## src/rtl/baggage_drop_ctrl.sv

```systemverilog
// Baggage drop controller: captures four height sensors, averages them,
// derives a fall time with a bit-serial square root, and decides whether to
// drop, hold, or report a cold (too fast) condition.
module baggage_drop_ctrl (
    input  logic        clk,
    input  logic        rst_n,
    input  logic        start,
    input  logic        abort,
    input  logic [7:0]  sensor1,
    input  logic [7:0]  sensor2,
    input  logic [7:0]  sensor3,
    input  logic [7:0]  sensor4,
    input  logic [15:0] t_lim,
    input  logic        drop_en,
    output logic        busy,
    output logic        done,
    output logic [7:0]  height,
    output logic [15:0] t_act,
    output logic [1:0]  msg_sel,
    output logic        drop_activated
);

    localparam int unsigned SENS_W  = 8;
    localparam int unsigned SUM_W   = 10;
    localparam int unsigned ROOT_W  = 12;
    localparam int unsigned RAD_W   = 24;
    localparam int unsigned REM_W   = 14;
    localparam int unsigned TRY_W   = 16;
    localparam int unsigned TIME_W  = 16;
    localparam int unsigned CNT_W   = 4;
    localparam int unsigned SQRT_LAST = ROOT_W - 1;

    localparam logic [1:0] MSG_COLD = 2'b01;
    localparam logic [1:0] MSG_DROP = 2'b10;
    localparam logic [1:0] MSG_HOLD = 2'b11;

    typedef enum logic [2:0] {
        S_IDLE,
        S_CAPTURE,
        S_AVG,
        S_SQRT,
        S_DECIDE,
        S_DONE
    } state_t;

    state_t              state;
    logic [SENS_W-1:0]   s1_q;
    logic [SENS_W-1:0]   s2_q;
    logic [SENS_W-1:0]   s3_q;
    logic [SENS_W-1:0]   s4_q;
    logic [TIME_W-1:0]   lim_q;
    logic                en_q;
    logic [RAD_W-1:0]    rad_q;
    logic [REM_W-1:0]    rem_q;
    logic [ROOT_W-1:0]   root_q;
    logic [CNT_W-1:0]    cnt_q;

    logic [SUM_W-1:0]    sum_c;
    logic [SENS_W-1:0]   avg_c;
    logic [TRY_W-1:0]    rem_try_c;
    logic [TRY_W-1:0]    trial_c;
    logic [TIME_W-1:0]   t_new_c;

    // Rounded mean, one restoring sqrt step, and fall time from the final root
    always_comb begin
        sum_c     = SUM_W'(s1_q) + SUM_W'(s2_q) + SUM_W'(s3_q) + SUM_W'(s4_q)
                  + SUM_W'(2);
        avg_c     = sum_c[SUM_W-1:2];
        rem_try_c = {rem_q, rad_q[RAD_W-1:RAD_W-2]};
        trial_c   = {2'b00, root_q, 2'b01};
        t_new_c   = {4'b0000, root_q} >> 1;
    end

    // Control FSM with registered status and result outputs
    always_ff @(posedge clk or negedge rst_n) begin
        if (!rst_n) begin
            state          <= S_IDLE;
            busy           <= 1'b0;
            done           <= 1'b0;
            height         <= '0;
            t_act          <= '0;
            msg_sel        <= '0;
            drop_activated <= 1'b0;
            s1_q           <= '0;
            s2_q           <= '0;
            s3_q           <= '0;
            s4_q           <= '0;
            lim_q          <= '0;
            en_q           <= 1'b0;
            rad_q          <= '0;
            rem_q          <= '0;
            root_q         <= '0;
            cnt_q          <= '0;
        end else begin
            done <= 1'b0;
            if (abort && state != S_IDLE) begin
                // cancel keeps all previously published results
                state <= S_IDLE;
                busy  <= 1'b0;
            end else begin
                case (state)
                    S_IDLE: begin
                        if (start && !abort) begin
                            state <= S_CAPTURE;
                            busy  <= 1'b1;
                        end
                    end
                    S_CAPTURE: begin
                        s1_q  <= sensor1;
                        s2_q  <= sensor2;
                        s3_q  <= sensor3;
                        s4_q  <= sensor4;
                        lim_q <= t_lim;
                        en_q  <= drop_en;
                        state <= S_AVG;
                    end
                    S_AVG: begin
                        height <= avg_c;
                        rad_q  <= {avg_c, 16'h0000};
                        rem_q  <= '0;
                        root_q <= '0;
                        cnt_q  <= '0;
                        state  <= S_SQRT;
                    end
                    S_SQRT: begin
                        if (rem_try_c >= trial_c) begin
                            rem_q  <= REM_W'(rem_try_c - trial_c);
                            root_q <= {root_q[ROOT_W-2:0], 1'b1};
                        end else begin
                            rem_q  <= REM_W'(rem_try_c);
                            root_q <= {root_q[ROOT_W-2:0], 1'b0};
                        end
                        rad_q <= {rad_q[RAD_W-3:0], 2'b00};
                        cnt_q <= cnt_q + CNT_W'(1);
                        if (cnt_q == CNT_W'(SQRT_LAST)) begin
                            state <= S_DECIDE;
                        end
                    end
                    S_DECIDE: begin
                        t_act <= t_new_c;
                        if (t_new_c < lim_q) begin
                            msg_sel        <= MSG_COLD;
                            drop_activated <= 1'b0;
                        end else if (en_q) begin
                            msg_sel        <= MSG_DROP;
                            drop_activated <= 1'b1;
                        end else begin
                            msg_sel        <= MSG_HOLD;
                            drop_activated <= 1'b0;
                        end
                        done  <= 1'b1;
                        state <= S_DONE;
                    end
                    S_DONE: begin
                        state <= S_IDLE;
                        busy  <= 1'b0;
                    end
                    default: begin
                        state <= S_IDLE;
                        busy  <= 1'b0;
                    end
                endcase
            end
        end
    end

endmodule

```

## config.mk

```make
export PLATFORM = sky130hd
export DESIGN_NAME = baggage_drop_ctrl
export DESIGN_NICKNAME = d
export VERILOG_FILES = /design/src/rtl/baggage_drop_ctrl.sv
export SDC_FILE = /design/constraint.sdc
export NUM_CORES = 1
export LEC_CHECK = 0
export ABC_AREA = 0
export CELL_PAD_IN_SITES_DETAIL_PLACEMENT = 1
export CELL_PAD_IN_SITES_GLOBAL_PLACEMENT = 2
export CORE_MARGIN = 2
export CORE_UTILIZATION = 35
export DETAILED_ROUTE_END_ITERATION = 10
export GPL_ROUTABILITY_DRIVEN = 1
export PLACE_DENSITY = 0.87
export SLEW_MARGIN = 15
export SYNTH_ARGS = -nofsm -noshare
export SYNTH_HDL_FRONTEND = slang
export SYNTH_SLANG_ARGS = --single-unit
export TNS_END_PERCENT = 50
```

## constraint.sdc

```tcl
create_clock -name clk -period 3.1 [get_ports clk]
set_input_delay 0.62 -clock clk [delete_from_list [all_inputs] [get_ports clk]]
set_output_delay 0.62 -clock clk [all_outputs]
set_load 0.02 [all_outputs]
```

==> flow_metrics.tcl, run 1 <==
set metrics [dict create \
    final_max_slew_viol_count 0 \
    cts-htree-levels 4 \
    r2r_cells 11 \
    fillers 1913 \
    first_pass_iters 4 \
    yosys.area_share.simple 0.134 \
    wirelength_microns 16700 \
    critPathRequiredTime_ns 3.40 \
    yosysWarnings 0 \
    yosysTopAreaCellShare 0.456 \
    min_path_type "in -> async" \
    cts_tree "built" \
    synth_flop_cell "dfrtp_1" \
    synth_xor_area_frac 0.0210 \
    end_kind "register" \
    cts_root_buf "clkbuf_16" \
    fin_cells 966 \
    slowest_delay_ns 0.52 \
    clock_skew_ns 0.0120 \
    antenna_found_initial 0 \
    grt_pass1_wl_microns 27700 \
    critical_path.max_fanout 4 \
    yosys.area.top_type "dfrtp_1" \
    period_share 0.948 \
    cts.sinks 114 \
    viasPerCell 5.09 \
    finalSetupViolCount 0 \
    synth_top_family_by_area "compound AO/OA/AOI/OAI gates" \
    drc 0 \
    ys_seq_elements 114 \
    relSlewSlack 0.655 \
    ant_nets 0 \
    dpl.cell_count 933 \
    synth_enable_flop_cells 0 \
    ys_seq_area_frac 0.456 \
    synth_compound_area_frac 0.152 \
    async_flop_share 1.00 \
    ctsHoldBuffers 0 \
    ff2ff_setup_slack_ns 0.16 \
    drive_gt1_frac 0.0918 \
    place.gp.congestion 0.847 \
    synth_area_sq_mm 0.00625 \
    clkTransAtPathRegs_ns 0.06 \
    synth_fa_ha_area_frac 0.116 \
    syn_inst 646 \
    insertion_delay_ns 0.42 \
    grt_max_degree 74 \
    drt_iter0_drc 246 \
    fin_nets 830 \
    crit_path_cell_trace "inv_1 -> fa_1 -> fa_1 -> inv_1 -> ha_1 -> buf_4 -> nand3_1 -> a21o_1 -> a32oi_1 -> xnor2_1 -> o21ai_1" \
    area_delta_synth_final_pct 26.4 \
    rr_endpoint "height[6]" \
    seqCellArea_sq_mm 0.00285 \
    yosysUniqueCellTypes 57 \
    fp-row-count 48 \
    cp_slowest_cell "fa_1" \
    post_drt_wl_per_cell_microns 17.3 \
    synthTopCellsByCount "dfrtp_1 (114), nand2_1 (90), inv_1 (79)" \
    die_x_microns 138 \
    syn-mean-instance-area_sq_um 9.68 \
    die_area_sq_mm 0.0190 \
    worstMarginPinSlew_ns 0.517 \
    period_minus_slack_ns 2.94 \
    grt_pass1_vias 5529 \
    synth_most_common_cell "dfrtp_1" \
    cts_buffers 17 \
    r2r-start "s2_q[4]" \
    dp_hpwl_microns 12000 \
    path_class "reg -> reg" \
    io_buffers 76 \
    grt_usage 0.191 \
    initial_core_util 0.360 \
    cp-start-kind "register" \
    yosys-top-cells-area "dfrtp_1 (46%), ha_1 (6.8%), nand2_1 (5.4%)" \
    status "finished, final reports clean" \
    dieHeight_microns 138 \
    tns_ns 0 \
    pin_count 82 \
    max_freq_mhz 340 \
    critPathArrivalTime_ns 3.24 \
    hold_violations 0 \
    n_antenna_cell 0 \
    grt_overflow 0 \
    synthMuxAreaShare 0.0442 \
    vias 4916 \
    multi_input_area_sq_mm 0.00298 \
    cts_buffer_depth 2 \
    drv_cap 0 \
    core_area_sq_mm 0.0174 \
]
[registers in the layout, summed over array words and instances, names as in the netlist]
signal,count
lim_q,16
rem_q,14
root_q,12
t_act,11
height,8
rad_q,8
s1_q,8
s2_q,8
s3_q,8
s4_q,8
cnt_q,4
state,3
msg_sel,2
busy,1
done,1
drop_activated,1
en_q,1
[critical path, delay by kind of cell (launching register included)]
family / cells / cell delay, ns
AOI/OAI and AO/OA: 3 / 0.65
DFF: 1 / 0.36
adders and majority gates: 3 / 1.26
xor gates and xnor gates: 1 / 0.19
and+or+nand+nor: 1 / 0.07
buffers and inverters: 3 / 0.27
[kinds of logic (layout without fill, tap and decap cells)]
logic type,count (synthesis),count (layout)
other,1,5
DFF,114,114
buffers and inverters,112,203
muxes,25,25
AOI/OAI and AO/OA,153,153
xor gates and xnor gates,15,15
and+or+nand+nor,177,177
adders and majority gates,49,49
[per-layer routing]
layer | wire length (microns) | vias up | track usage
met1 | 7110 | 2436 | 0.223
met2 | 8510 | 102 | 0.339
met3 | 737 | 33 | 0.0467
met4 | 363 | 0 | 0.0716
met5 | 0 | - | 0
li1 | - | 2345 | -
[final cells by class]
class	instances	area share
Timing Repair Buffer	91	0.113
Tap cell	225	0.0356
Clock buffer	22	0.0587
Sequential cell	114	0.361
Multi-Input combinational cell	424	0.377
Clock inverter	10	0.0168
Inverter	80	0.0380
[how the worst max path moves through the flow]
| stage | from | endpoint | slack, ns | cells after the start |
|---|---|---|---|---|
| floorplan | s2_q[4] | rad_q[20] | 0.30 | 11 |
| global placement | s2_q[4] | height[5] | 0.20 | 11 |
| detailed placement | s2_q[4] | height[5] | 0.03 | 11 |
| CTS | s2_q[4] | height[5] | 0.03 | 11 |
| global route | s1_q[0] | height[3] | -0.03 | 11 |
| finish | s2_q[4] | height[6] | 0.16 | 11 |
[per-stage QoR]
step	setup slack [ns]	instance area [sq um]	util	hold WS [ns]
2_1_floorplan	0.295	6270	-	0.324
3_3_place_gp	0.199	7270	0.419	0.454
3_5_place_dp	0.0324	7270	0.419	0.469
4_1_cts	0.0286	7860	0.453	0.181
5_1_grt	-0.0257	7910	0.455	0.206
6_report	0.161	7910	0.455	0.180
[placed cells by master, fill, tap and decap left out, drive strengths merged, types with 2 or more instances in the layout]
| cell | instances |
|---|---|
| nand4 | 5 |
| o311ai | 7 |
| o21ai | 85 |
| a21o | 8 |
| nand3 | 30 |
| nor4 | 3 |
| buf | 16 |
| clkinvlp | 3 |
| clkinv | 4 |
| mux2i | 4 |
| fa | 15 |
| xnor2 | 7 |
| conb | 5 |
| or3 | 3 |
| inv | 80 |
| xor2 | 8 |
| dfrtp | 114 |
| a2111oi | 4 |
| nor3 | 5 |
| a21oi | 26 |
| mux2 | 21 |
| clkbuf | 22 |
| clkdlybuf4s50 | 75 |
| o211ai | 5 |
| nand2b | 4 |
| o22ai | 2 |
| bufinv | 3 |
| nand2 | 90 |
| a31oi | 3 |
| nor2b | 5 |
| ha | 34 |
| nor2 | 17 |
| a32oi | 5 |
| and3 | 9 |
[timing repair]
action	4_1_cts	5_1_grt
resized for setup	0	9
buffers inserted	0	1
setup endpoints to repair	0	12
Power of run 1 is not shown: default switching activity piles up to over one toggle a cycle in this logic, so the estimate is an artifact.
==> run 2, diff against run 1 <==
==> constraint.sdc (replaced) <==
create_clock -name clk -period 3.1 [get_ports clk]
set_input_delay 0.31 -clock clk [delete_from_list [all_inputs] [get_ports clk]]
set_output_delay 0.31 -clock clk [all_outputs]
set_load 0.02 [all_outputs]
==> run 2 against run 1 <==
Compared with the run above:
- clock skew hardly changed
- worst setup slack improved by 0.014 ns
- via count fell by 0.12%
- cell area decreased by 1.2%
- die area stayed put
==> flow_metrics.tcl, run 2 (same netlist as run 1, synthesis figures left out) <==
set metrics [dict create \
    critical_path.max_fanout 3 \
    grt_max_degree 74 \
    cts_root_buf "clkbuf_16" \
    antenna_found_initial 0 \
    drv_cap 0 \
    core_area_sq_mm 0.0174 \
    top_register "lim_q" \
    n_antenna_cell 0 \
    critPathArrivalTime_ns 3.27 \
    hold_ws_ns 0.442 \
    end_kind "register" \
    tns_ns 0 \
    cts-htree-levels 4 \
    clkTransAtPathRegs_ns 0.05 \
    place.gp.congestion 0.839 \
    largest_reg_flops 16 \
    area_delta_synth_final_pct 24.9 \
    worstMarginPinSlew_ns 0.624 \
    dieHeight_microns 138 \
    vias 4910 \
    die_area_sq_mm 0.0190 \
    path_class "reg -> reg" \
    relSlewSlack 0.584 \
    cts.sinks 114 \
    cts_buffer_depth 2 \
    final_max_slew_viol_count 0 \
    wirelength_microns 16000 \
    first_pass_iters 4 \
    cts_tree "built" \
    hold_violations 0 \
    grt_pass1_wl_microns 27600 \
    post_drt_wl_per_cell_microns 16.6 \
    grt_overflow 0 \
    critPathRequiredTime_ns 3.44 \
    clock_skew_ns 0.0123 \
    period_share 0.944 \
    fp-row-count 48 \
    cp-start-kind "register" \
    finalSetupViolCount 0 \
    drc 0 \
    grt_pass1_vias 5521 \
    drive_gt1_frac 0.0866 \
    fillers 1948 \
    status "finished, final reports clean" \
    initial_core_util 0.360 \
    mostFrequentLayoutCells "dfrtp_1 (114), nand2_1 (89), inv_1 (79), clkdlybuf4s50_1 (75), o21ai_0 (55)" \
    min_path_type "in -> reg" \
    dp_hpwl_microns 11400 \
    io_buffers 76 \
    period_minus_slack_ns 2.92 \
    die_x_microns 138 \
    mostFrequentLayoutCell "dfrtp_1" \
    fin_nets 830 \
    max_freq_mhz 342 \
    grt_usage 0.187 \
    largestRegisters "lim_q x16, rem_q x14, root_q x12" \
    rsz0062_at_grt "true" \
    insertion_delay_ns 0.42 \
    postCtsSetupBuffers 0 \
    ant_nets 0 \
    cts_buffers 17 \
    viasPerCell 5.09 \
    pin_count 82 \
    drt_iter0_drc 197 \
]
==> run 2: changes by cell type in the layout (fill, tap and decap cells not counted), sizes merged <==
| cell | delta |
|---|---|
| clkbuf | +1 |
| bufinv | -3 |
| buf | -1 |
| clkinv | +3 |
| clkinvlp | -3 |
| dlygate4sd3 | +1 |
==> run 2: worst paths after layout <==
path                            start        end  slack (ns)  depth (start not counted)
setup reg to reg              s2_q[4]  rad_q[20]        0.18                         11
min in group asynchronous       rst_n  lim_q[10]        0.46                          2
hold reg to reg             lim_q[14]  lim_q[14]        0.49                          1
setup / recovery              s2_q[4]  rad_q[20]        0.18                         11
max in group asynchronous       rst_n  rad_q[21]        1.85                          3
hold / removal             sensor1[5]    s1_q[5]        0.44                          3
==> run 2: critical path: stages, from the launching register on <==
cell	delay [ns]
dfrtp_1	0.35
inv_1	0.09
fa_1	0.44
fa_1	0.51
inv_1	0.04
ha_1	0.30
a21o_1	0.22
a21oi_2	0.20
nor2b_1	0.12
a2111oi_1	0.38
a21oi_1	0.08
o21ai_1	0.12
==> run 2: area by class of cell <==
cell class | count | area (sq um) | share of cell area
clock buffers | 23 | 478 | 0.0612
clock inverters | 7 | 35.0 | 0.00448
inverters | 80 | 300 | 0.0384
multi-input cells | 424 | 2970 | 0.380
flip-flops and latches | 114 | 2850 | 0.365
well taps | 225 | 282 | 0.0360
repair buffers | 91 | 898 | 0.115
==> run 2: per-layer routing <==
| metal | part of all wire | GRT usage | up-vias |
|---|---|---|---|
| li1 | - | - | 2348 |
| met1 | 0.45 | 0.229 | 2454 |
| met2 | 0.51 | 0.332 | 87 |
| met3 | 0.034 | 0.0408 | 21 |
| met4 | 0.012 | 0.0521 | 0 |
| met5 | 0 | 0 | - |
==> run 2: timing repair <==
action | 4_1_cts | 5_1_grt
hold buffers | 1 | 0
hold endpoints to repair | 45 | 0
setup endpoints to repair | 0 | 7
gates resized for setup | 0 | 7
==> run 2: stage by stage <==
step,cells,worst slack (ns),cell area (sq um),utilization
detailed placement,933,0.103,7270,0.419
finish,964,0.175,7810,0.450
global route,964,-0.0282,7810,0.450
global placement,933,0.208,7270,0.419
CTS,964,0.0268,7790,0.449
floorplan,650,0.295,6270,-
Power of run 2 is left out for the same reason.
==> run 3, diff against run 2 <==
--- a/config.mk
+++ b/config.mk
@@ -5,14 +5,13 @@
 export SDC_FILE = /design/constraint.sdc
 export NUM_CORES = 1
 export LEC_CHECK = 0
-export ABC_AREA = 0
+export ABC_AREA = 1
 export CELL_PAD_IN_SITES_DETAIL_PLACEMENT = 1
 export CELL_PAD_IN_SITES_GLOBAL_PLACEMENT = 2
-export CORE_MARGIN = 2
-export CORE_UTILIZATION = 35
+export CORE_UTILIZATION = 33
 export DETAILED_ROUTE_END_ITERATION = 10
 export GPL_ROUTABILITY_DRIVEN = 1
-export PLACE_DENSITY = 0.87
+export PLACE_DENSITY = 0.78
 export SLEW_MARGIN = 15
 export SYNTH_ARGS = -nofsm -noshare
 export SYNTH_HDL_FRONTEND = slang
==> run 3 against run 2 <==
Compared with the run above:
- routed wire length increased by 9.4%
- largest cell class unchanged
- register-to-register slack better by 0.14 ns
- final cell count grew 21%
- hold slack got worse by 0.081 ns
- critical path depth unchanged
==> flow_metrics.tcl, run 3 <==
set metrics [dict create \
    grt_pass1_wl_microns 29700 \
    ff2ff_setup_slack_ns 0.31 \
    cts-htree-levels 4 \
    largest_reg_flops 16 \
    io_buffers 76 \
    grt_usage 0.189 \
    area_delta_synth_final_pct 25.2 \
    relSlewSlack 0.639 \
    clkTransAtPathRegs_ns 0.06 \
    tns_ns 0 \
    synth_flop_cell "dfrtp_1" \
    ant_nets 0 \
    critPathRequiredTime_ns 3.39 \
    ys_seq_elements 114 \
    status "finished, final reports clean" \
    core_area_sq_mm 0.0194 \
    finalSetupViolCount 0 \
    pin_count 82 \
    grt_pass1_vias 5915 \
    syn-mean-instance-area_sq_um 8.07 \
    yosysUniqueCellTypes 37 \
    initial_core_util 0.336 \
    ys_seq_area_frac 0.437 \
    end_kind "register" \
    syn_inst 808 \
    period_share 0.899 \
    async_flop_share 1.00 \
    fp-row-count 51 \
    top_register "lim_q" \
    die_area_sq_mm 0.0203 \
    drc 0 \
    max_freq_mhz 359 \
    hold_violations 0 \
    place.gp.congestion 0.813 \
    yosysTopAreaCellShare 0.437 \
    r2r_cells 11 \
    yosysWarnings 0 \
    worstMarginPinSlew_ns 0.540 \
    dieHeight_microns 143 \
    clock_skew_ns 0.00932 \
    utilization 0.421 \
    drt_iter0_drc 196 \
    min_path_type "in -> async" \
    drive_gt1_frac 0.0830 \
    critPathArrivalTime_ns 3.08 \
    grt_overflow 0 \
    rsz0062_at_grt "false" \
    post_drt_wl_per_cell_microns 14.9 \
    synth_enable_flop_cells 0 \
    drv_cap 0 \
    cts_buffer_depth 2 \
    mostFrequentLayoutCell "nand2_1" \
    vias 5431 \
    synth_area_sq_mm 0.00652 \
    viasPerCell 4.65 \
    cts_buffers 17 \
    path_class "reg -> reg" \
    period_minus_slack_ns 2.79 \
    cts_root_buf "clkbuf_16" \
    dp_hpwl_microns 13300 \
    synthTopCellsByCount "nand2_1 (210), inv_1 (129), dfrtp_1 (114)" \
    final_max_slew_viol_count 0 \
    hold_ws_ns 0.360 \
    fillers 2362 \
    yosys.area.top_type "dfrtp_1" \
    yosys-top-cells-area "dfrtp_1 (44%), nand2_1 (12%), inv_1 (7.4%)" \
    grt_max_degree 65 \
    largestRegisters "lim_q x16, rem_q x14, root_q x12" \
    mostFrequentLayoutCells "nand2_1 (210), inv_1 (129), dfrtp_1 (114), clkdlybuf4s50_1 (75), nor2_1 (71)" \
    n_antenna_cell 0 \
    cts_tree "built" \
    r2r-start "s2_q[5]" \
    fin_nets 993 \
    antenna_found_initial 0 \
    insertion_delay_ns 0.41 \
    cp-start-kind "register" \
    rr_endpoint "height[6]" \
    synth_most_common_cell "nand2_1" \
    die_x_microns 143 \
    cts.sinks 114 \
    first_pass_iters 4 \
    wirelength_microns 17500 \
    critical_path.max_fanout 5 \
]
[run 3: cell types whose count changed in the layout (fill, tap and decap cells not counted), sizes merged, moves of 7 or more]
cell,change
nand3,+15
o311ai,-7
o21ai,-61
o22ai,+10
nor2,+56
inv,+53
nand2,+135
and3,-9
a21o,-7
a21oi,+39
nand3b,+10
mux2,-14
[run 3: how the worst max path moves through the flow]
stage	from	endpoint	slack, ns	cells after the start
final	s2_q[5]	height[6]	0.31	11
after CTS	s1_q[2]	rad_q[19]	0.19	12
after global routing	s1_q[2]	rad_q[19]	0.06	12
after floorplan	s2_q[2]	height[3]	0.50	12
after global placement	s2_q[2]	rad_q[19]	0.29	12
after detailed placement	s1_q[2]	height[3]	0.22	12
[run 3: repair_timing]
action / 4_1_cts / 5_1_grt
hold endpoints to repair: 22 / 0
hold buffers: 1 / 0
setup endpoints to repair: 0 / 3
buffers inserted: 0 / 0
resized for setup: 0 / 1
[run 3: cell type report]
cell class,instances,area (sq um),share of cell area
Inverter,133,499,0.0611
Sequential cell,114,2850,0.349
Tap cell,265,332,0.0406
Timing Repair Buffer,85,853,0.104
Clock inverter,11,111,0.0136
Multi-Input combinational cell,540,3060,0.374
Clock buffer,21,460,0.0564
[run 3: metal layers]
metal / vias up / track usage / wire [microns]
li1: 2699 / - / -
met1: 2657 / 0.236 / 7980
met2: 69 / 0.339 / 8920
met3: 6 / 0.0367 / 496
met4: 0 / 0.0340 / 83
met5: - / 0 / 0
[run 3: worst max-delay path, cell delays in order (launching register included)]
cell and delay [ns]:
dfrtp_1 0.36, inv_1 0.09, fa_1 0.45, fa_1 0.53, inv_1 0.05, ha_1 0.34, a21oi_1 0.26, o21ai_0 0.14
a21oi_1 0.18, nand3b_1 0.10, nand3_1 0.12, nand2_1 0.06
[run 3: cell families (layout without fill, tap and decap cells)]
logic type               Yosys count  after routing  synth area share
AND/OR/NAND/NOR                  366            366             0.242
other                              1              5          0.000575
multiplexers                       7              7            0.0121
flip-flops                       114            114             0.437
adder cells (fa/ha/maj)           49             49             0.111
buffers and inverters            158            250            0.0986
XOR/XNOR                           6              6           0.00806
AO/OA/AOI/OAI                    107            107            0.0904
[run 3: stage by stage]
stage	setup WS, ns	instances	area (sq um)
finish	0.312	1169	8170
global route	0.0639	1169	8170
CTS	0.192	1169	8160
detailed placement	0.219	1136	7580
global placement	0.286	1136	7580
floorplan	0.496	812	6540
Power of run 3 is left out for the same reason.
